## src/rtl/uart_pkg.sv

```systemverilog
// Shared UART definitions: FSM state encoding and parity mode constants,
// common to the transmitter and the future receiver.
package uart_pkg;

    typedef enum logic [2:0] {
        ST_IDLE   = 3'd0,
        ST_START  = 3'd1,
        ST_DATA   = 3'd2,
        ST_PARITY = 3'd3,
        ST_STOP   = 3'd4
    } uart_state_e;

    localparam int PARITY_EVEN = 0;
    localparam int PARITY_ODD  = 1;

endpackage

```

## src/rtl/uart_baud_tick.sv

```systemverilog
// Bit-period timer: counts 0..CLK_PER_BIT-1 while enabled and flags the
// last cycle of each bit; clear forces the count back to zero.
module uart_baud_tick #(
    parameter int CLK_PER_BIT = 5208
) (
    input  logic clk,
    input  logic rst,
    input  logic clear,
    input  logic enable,
    output logic tick
);

    localparam int               CNT_W = (CLK_PER_BIT > 1) ? $clog2(CLK_PER_BIT) : 1;
    localparam logic [CNT_W-1:0] LAST  = CNT_W'(CLK_PER_BIT - 1);

    logic [CNT_W-1:0] cnt;

    assign tick = enable && (cnt == LAST);

    always_ff @(posedge clk or negedge rst) begin
        if (!rst) begin
            cnt <= '0;
        end else if (clear || tick) begin
            cnt <= '0;
        end else if (enable) begin
            cnt <= cnt + CNT_W'(1);
        end
    end

endmodule

```

## src/rtl/uart_tx_core.sv

```systemverilog
// UART transmitter: start bit, LSB-first payload, optional parity and one or
// two stop bits, with a registered serial line output.
module uart_tx_core #(
    parameter int CLK_PER_BIT = 5208,
    parameter int DATA_WIDTH  = 8,
    parameter int PARITY_EN   = 0,
    parameter int PARITY_ODD  = 0,
    parameter int STOP_BITS   = 1
) (
    input  logic                  clk,
    input  logic                  rst,
    input  logic [DATA_WIDTH-1:0] tx_data,
    input  logic                  tx_valid,
    output logic                  tx_ready,
    output logic                  tx_out,
    output logic                  tx_busy,
    output logic                  tx_done
);

    import uart_pkg::*;

    localparam int IDX_W = $clog2(DATA_WIDTH);

    uart_state_e           state;
    uart_state_e           next_state;
    logic [DATA_WIDTH-1:0] shreg;
    logic [IDX_W-1:0]      bit_idx;
    logic                  stop_idx;
    logic                  par_bit;
    logic                  tick;
    logic                  accept;
    logic                  last_data;
    logic                  last_stop;
    logic                  baud_en;
    logic                  baud_clr;

    function automatic logic calc_parity(input logic [DATA_WIDTH-1:0] d);
        return (^d) ^ (PARITY_ODD != uart_pkg::PARITY_EVEN);
    endfunction

    uart_baud_tick #(
        .CLK_PER_BIT(CLK_PER_BIT)
    ) u_baud (
        .clk   (clk),
        .rst   (rst),
        .clear (baud_clr),
        .enable(baud_en),
        .tick  (tick)
    );

    assign accept    = tx_valid && tx_ready;
    assign last_data = (bit_idx == IDX_W'(DATA_WIDTH - 1));
    assign last_stop = (stop_idx == 1'(STOP_BITS - 1));

    always_ff @(posedge clk or negedge rst) begin
        if (!rst) begin
            state <= ST_IDLE;
        end else begin
            state <= next_state;
        end
    end

    always_comb begin
        next_state = state;
        unique case (state)
            ST_IDLE:   if (accept) next_state = ST_START;
            ST_START:  if (tick) next_state = ST_DATA;
            ST_DATA:   if (tick && last_data) next_state = (PARITY_EN != 0) ? ST_PARITY : ST_STOP;
            ST_PARITY: if (tick) next_state = ST_STOP;
            ST_STOP:   if (tick && last_stop) next_state = ST_IDLE;
            default:   next_state = ST_IDLE;
        endcase
    end

    always_comb begin
        tx_ready = (state == ST_IDLE);
        tx_busy  = (state != ST_IDLE);
        tx_done  = (state == ST_STOP) && tick && last_stop;
        baud_en  = (state != ST_IDLE);
        baud_clr = (state == ST_IDLE);
    end

    // The line level for the next bit is loaded on the bit boundary so tx_out
    // changes on the same edge as the state.
    always_ff @(posedge clk or negedge rst) begin
        if (!rst) begin
            shreg    <= '0;
            bit_idx  <= '0;
            stop_idx <= 1'b0;
            par_bit  <= 1'b0;
            tx_out   <= 1'b1;
        end else if (accept) begin
            shreg    <= tx_data;
            par_bit  <= calc_parity(tx_data);
            bit_idx  <= '0;
            stop_idx <= 1'b0;
            tx_out   <= 1'b0;
        end else if (tick) begin
            case (state)
                ST_START: tx_out <= shreg[0];
                ST_DATA: begin
                    if (last_data) begin
                        tx_out <= (PARITY_EN != 0) ? par_bit : 1'b1;
                    end else begin
                        shreg   <= shreg >> 1;
                        bit_idx <= bit_idx + IDX_W'(1);
                        tx_out  <= shreg[1];
                    end
                end
                ST_PARITY: tx_out <= 1'b1;
                ST_STOP: begin
                    tx_out   <= 1'b1;
                    stop_idx <= last_stop ? 1'b0 : 1'b1;
                end
                default: tx_out <= 1'b1;
            endcase
        end
    end

endmodule
```

## config.mk

```make
export PLATFORM = sky130hd
export DESIGN_NAME = uart_tx_core
export DESIGN_NICKNAME = d
export VERILOG_FILES = /design/src/rtl/uart_pkg.sv /design/src/rtl/uart_baud_tick.sv /design/src/rtl/uart_tx_core.sv
export SDC_FILE = /design/constraint.sdc
export NUM_CORES = 1
export LEC_CHECK = 0
export CORE_UTILIZATION = 55
export CTS_CLUSTER_DIAMETER = 80
export CTS_CLUSTER_SIZE = 10
export DETAILED_ROUTE_END_ITERATION = 6
export DONT_BUFFER_PORTS = 1
export PLACE_DENSITY = 0.75
export SLEW_MARGIN = 5
export SYNTH_ARGS = -nofsm -noshare
export SYNTH_HDL_FRONTEND = slang
export SYNTH_HIERARCHICAL = 1
export SYNTH_SLANG_ARGS = --single-unit
```

## constraint.sdc

```tcl
create_clock -name clk -period 2.75 [get_ports clk]
set_clock_uncertainty 0.2 [all_clocks]
set_input_delay 0.275 -clock clk [delete_from_list [all_inputs] [get_ports clk]]
set_output_delay 0.275 -clock clk [all_outputs]
set_load 0.005 [all_outputs]
```

==> results.yml, run 1 <==
timing:
  report.final.slew_viol_count: 0
  setup_viol: 0
  rsz0062_at_grt: "false"
  worst_pin_slew_ns: 0.627
  report.final.hold_viol_count: 0
  setup_tns_ns: 0
  holdWs_ns: 0.0938
  max_freq_mhz: 406
  timing.final.crit_share_pct: 89.6
  min_period_ns: 2.46
  relSlewSlack_pct: 58.0
power_and_ir_drop:
  power_density_nw_per_um2: 563
  ir_drop_v: 0.000438
  p_leak_nw: 0.723
grt:
  grt.total_usage_pct: 20.7
  antenna_found_initial: 0
  grt_max_degree: 29
  gr-total-overflow: 0
  grt_pass1_wl_microns: 4260
  first_global_vias: 913
floorplan:
  die_y_microns: 53.7
  rows: 18
  pin_count: 15
  initial_utilization_pct: 58.8
  fp.dieW_microns: 53.7
  dieArea_sq_um: 2880
  core_sq_um: 2500
run:
  maxCapViolCount: 0
critical_path:
  worstSetupEndpointType: "register"
  cp-start-kind: "register"
  worstReg2RegStart: "state[2]"
  cp.arrival_ns: 2.48
  reg2reg_slack_ns: 0.29
  crit_required_ns: 2.76
  reg2reg_to: "shreg[4]"
  reg2reg_depth: 7
  criticalPathCategory: "reg -> reg"
  crit_fanout: 11
detailed_routing:
  vias_per_cell: 5.95
  ant_nets: 0
  num_vias: 1017
  drt_iter0_markers: 17
  wl_per_cell_microns: 14.7
  first_pass_iters: 4
  drc: 0
  drt-total-wl_microns: 2510
place:
  numPortBuffers: 0
  place_hpwl_microns: 1820
  globalplace.congestion: 0.856
synthesis:
  synth_cells: 136
  yosysMostFrequentCell: "dfrtp_1"
  synth_common_cells: "dfrtp_1 (27), nor2_1 (15), xor2_1 (10), nand2_1 (9)"
  avgSynthCellArea_sq_um: 10.8
  post_synth_num_cell_types: 38
  yosysTopAreaCell: "dfrtp_1"
  ys_seq_area_share_pct: 47.7
  synth_area_leaders: "dfrtp_1 (46%), xor2_1 (6.0%), a221o_1 (4.8%)"
  syn-cell-area_sq_um: 1470
  ys_async_sr_fraction_pct: 100
  yosysTopAreaCellShare_pct: 46.0
  yosysWarnings: 6
  synth-edff-count: 0
  synth_flop_cell: "dfrtp_1"
  syn_nets: 150
  ys_seq_elements: 28
min_path:
  whs_path_depth: 3
  min_path_type: "in -> reg"
  min_to: "state[0]"
  hold_start: "tx_valid"
layout:
  drive_gt1_share_pct: 14.2
  finalNetCount: 156
  n_fill_cell: 199
  multi_input_area_sq_um: 686
  seqCellArea_sq_um: 702
  antennaDiodeCount: 0
  synthToLayoutAreaGrowth_pct: 7.49
cts:
  root_buffer: "clkbuf_4"
  cts_tree: "yes"
  cts.sinks: 28
  cts.path.max_buffers: 2
  cts_hold_buf: 10
  clk_latency_ns: 0.32
  path_clk_slew_ns: 0.14
  cts_made_buffers: 3
  cts_setup_buffers: 0
  cts_resized: 0
  htree_levels: 1
outcome:
  outcome: "complete, no violations"
-- registers in the layout, summed over array words and instances, names as in the netlist --
register / flops
shreg: 8
u_baud/cnt: 13
tx_out: 1
bit_idx: 3
state: 3
-- per-stage QoR --
stage          setup WS (ns)  area (sq um)  std cells  total power, mW  util [%]
2_1_floorplan          0.163          1480        136            0.678         -
3_3_place_gp           0.379          1440        157            0.693      57.8
3_5_place_dp           0.319          1440        157            0.712      57.8
4_1_cts                0.297          1580        171            0.901      63.2
5_1_grt                0.135          1580        171            0.947      63.2
6_report               0.285          1580        171            0.889      63.2
-- cells by family after synthesis --
group                    after synthesis  synth area share (%)
AO/OA/AOI/OAI                         16                  9.02
XOR/XNOR                              12                  7.15
adder cells (fa/ha/maj)                3                  2.55
buffers and inverters                 13                  5.96
flip-flops                            28                  47.7
multiplexers                           3                  2.04
AND/OR/NAND/NOR                       61                  25.5
-- area by class of cell --
class	instances	area share [%]
Multi-Input combinational cell	95	43.4
Tap cell	30	2.38
Sequential cell	28	44.4
Timing Repair Buffer	11	7.44
Inverter	3	0.713
Clock buffer	4	1.66
-- power by group --
group / switching [mW] / total (mW) / internal [mW]
logic: 0.0835 / 0.174 / 0.0907
registers: 0.0668 / 0.547 / 0.480
clock network: 0.111 / 0.168 / 0.0567
-- layer usage --
metal / vias to the layer above / track usage [%] / share of wire (%) / wire [microns]
met3: 4 / 5.37 / 4.8 / 120
li1: 495 / - / - / -
met5: - / 0 / 0 / 0
met4: 0 / 6.58 / 0.84 / 21
met2: 22 / 28.4 / 46 / 1140
met1: 496 / 31.4 / 49 / 1230
-- critical path, stage by stage, from the launching register on --
cell and delay [ns]:
dfrtp_1 0.57, nor3_2 0.09, inv_1 0.20, and3_4 0.25, and4_4 0.28, and3b_4 0.28
o21ai_2 0.14, a221o_1 0.35
-- layout by cell type, fill, tap and decap left out, drive strengths merged, types with 4 or more instances in the layout --
cell and n:
nor2 18, xor2 10, and3 8, nand2 9, nand3 5, clkbuf 4
a221o 7, and4 4, o21ai 4, nand4 5, dfrtp 27, dlygate4sd3 9
-- worst max path at each step --
stage	from	endpoint	slack, ns	depth (start not counted)
after detailed placement	state[1]	shreg[3]	0.32	7
after CTS	state[1]	shreg[5]	0.30	7
after global routing	state[2]	shreg[6]	0.14	7
after floorplan	state[1]	shreg[0]	0.16	10
final	state[2]	shreg[4]	0.29	7
after global placement	state[2]	shreg[0]	0.38	7
Power figures use the tool's default switching activity.
==> run 2, diff against run 1 <==
- BUFFER_PORTS_ARGS: unset -> -buffer_cell sky130_fd_sc_hd__buf_2
- CORE_ASPECT_RATIO: unset -> 0.6
- CORE_UTILIZATION: 55 -> 52
- DONT_BUFFER_PORTS: 1 -> unset
- PLACE_DENSITY: 0.75 -> 0.76
==> run 2 against run 1 <==
Compared with the run above: the run now ends with design-rule violations left; highest routed layer is now met3; sequential share of layout area decreased by 0.49 points; critical path depth unchanged; flip-flop and latch count unchanged; worst hold slack got worse by 0.075 ns; combinational power decreased by 3%; critical path type unchanged; clock-buffer cell count decreased by 1; sequential power about the same; final cell count increased by 4.1%; cell area increased by 1.1%; core utilization decreased by 1.6 points; register-to-register slack got worse by 0.02 ns; via count decreased by 0.49%; largest power group unchanged.
==> results.yml, run 2 (synthesis results as in run 1) <==
layout:
  synthToLayoutAreaGrowth_pct: 8.68
  final_common_cell: "dfrtp_1"
  top_register: "u_baud/cnt"
  antennaDiodeCount: 0
  layout_common_cells: "dfrtp_1 (27), nor2_1 (15), buf_2 (14)"
  drive_gt1_share_pct: 23.3
  finalNetCount: 161
  post-route-cell-area_sq_um: 1600
  reg_top3: "u_baud/cnt x13, shreg x8"
  largest_register_ffs: 13
detailed_routing:
  vias_per_cell: 5.69
  wl_per_cell_microns: 14.8
  drc: 2
  ant_nets: 0
  drt-total-wl_microns: 2640
  first_pass_iters: 6
  drt_iter0_markers: 87
  num_vias: 1012
timing:
  timing.final.crit_share_pct: 90.5
  fin_ws_ns: 0.262
  setup_tns_ns: 0
  report.final.hold_viol_count: 0
  worst_pin_slew_ns: 0.667
  min_period_ns: 2.49
  report.final.slew_viol_count: 0
  max_freq_mhz: 402
  setup_viol: 0
  relSlewSlack_pct: 55.4
  rsz0062_at_grt: "false"
outcome:
  violations: "design-rule violations"
  outcome: "finished with violations"
min_path:
  min_path_type: "in -> reg"
floorplan:
  dieArea_sq_um: 3050
  pin_count: 15
  die_y_microns: 43.2
  core_sq_um: 2590
  fp.dieW_microns: 70.6
  rows: 14
  initial_utilization_pct: 56.7
critical_path:
  cp.arrival_ns: 2.45
  criticalPathCategory: "reg -> reg"
  crit_fanout: 11
  worstSetupEndpointType: "register"
  crit_required_ns: 2.71
  cp-start-kind: "register"
cts:
  path_clk_slew_ns: 0.09
  cts_resized: 0
  cts_setup_buffers: 0
  cts_tree: "yes"
  cts_made_buffers: 3
  clk_latency_ns: 0.28
  cts.path.max_buffers: 2
  root_buffer: "clkbuf_8"
  cts.sinks: 28
  htree_levels: 1
grt:
  grt_pass1_wl_microns: 4370
  grt.total_usage_pct: 19.3
  grt_max_degree: 29
  antenna_found_initial: 0
  gr-total-overflow: 0
  first_global_vias: 899
place:
  globalplace.congestion: 0.781
  numPortBuffers: 14
  dp_slack_ns: 0.305
  place_hpwl_microns: 1970
  placed_cell_area_sq_um: 1520
power_and_ir_drop:
  p_total_mw: 1.04
  power_density_nw_per_um2: 651
  p_leak_nw: 0.759
  ir_drop_v: 0.000306
run:
  maxCapViolCount: 0
-- run 2: cell count changes in the layout (fill, tap and decap cells not counted), moves of 3 or more --
| cell | delta |
|---|---|
| dlygate4sd3_1 | -8 |
| clkbuf_4 | -3 |
| buf_2 | +14 |
| clkbuf_8 | +3 |
-- run 2: metal layers --
| metal | global-route usage [%] | vias up | share of wire, % |
|---|---|---|---|
| met2 | 26.2 | 24 | 41 |
| li1 | - | 504 | - |
| met5 | 0 | - | 0 |
| met3 | 5.94 | 0 | 5.2 |
| met4 | 2.40 | 0 | 0 |
| met1 | 30.6 | 484 | 54 |
-- run 2: stage by stage --
step	utilization [%]	instances	hold WS (ns)
3_3_place_gp	58.5	173	0.116
5_1_grt	61.6	178	0.0214
3_5_place_dp	58.5	173	0.130
4_1_cts	61.6	178	0.0141
2_1_floorplan	-	136	-0.221
6_report	61.6	178	0.0187
-- run 2: final cells by class --
type | count | area [sq um]
inverter | 3 | 11.3
sequential | 28 | 702
fill | 225 | 995
timing repair buffer | 16 | 87.6
multi-input combinational | 95 | 686
clock buffer | 3 | 41.3
clock inverter | 1 | 30.0
tap | 32 | 40.0
-- run 2: where the power goes --
part / switching, mW / total, mW / internal [mW]
Sequential: 0.0662 / 0.546 / 0.480
Clock: 0.130 / 0.325 / 0.195
Combinational: 0.0834 / 0.169 / 0.0851
Total: 0.279 / 1.04 / 0.760
-- run 2: path summary, 6_finish.rpt --
check	start	end	slack, ns	cells past startpoint
min reg2reg	shreg[7]	shreg[7]	0.30	1
min	tx_data[7]	shreg[7]	0.02	2
min in group asynchronous	rst	state[2]	0.34	2
max	state[0]	shreg[0]	0.26	7
max reg2reg	state[0]	shreg[0]	0.26	7
max in group asynchronous	rst	u_baud/cnt[5]	1.61	2
-- run 2: what timing repair did --
item / in CTS / in global routing
hold buffers: 1 / 0
endpoints found under the setup margin: 0 / 0
endpoints found under the hold margin: 27 / 0
-- run 2: worst max-delay path, cell delays in order (launching register included) --
cell and delay, ns:
dfrtp_1 0.55, nor3_2 0.10, inv_1 0.19, and3_4 0.26, and4_4 0.28, and3b_4 0.29, o21ai_2 0.15, a221o_1 0.35
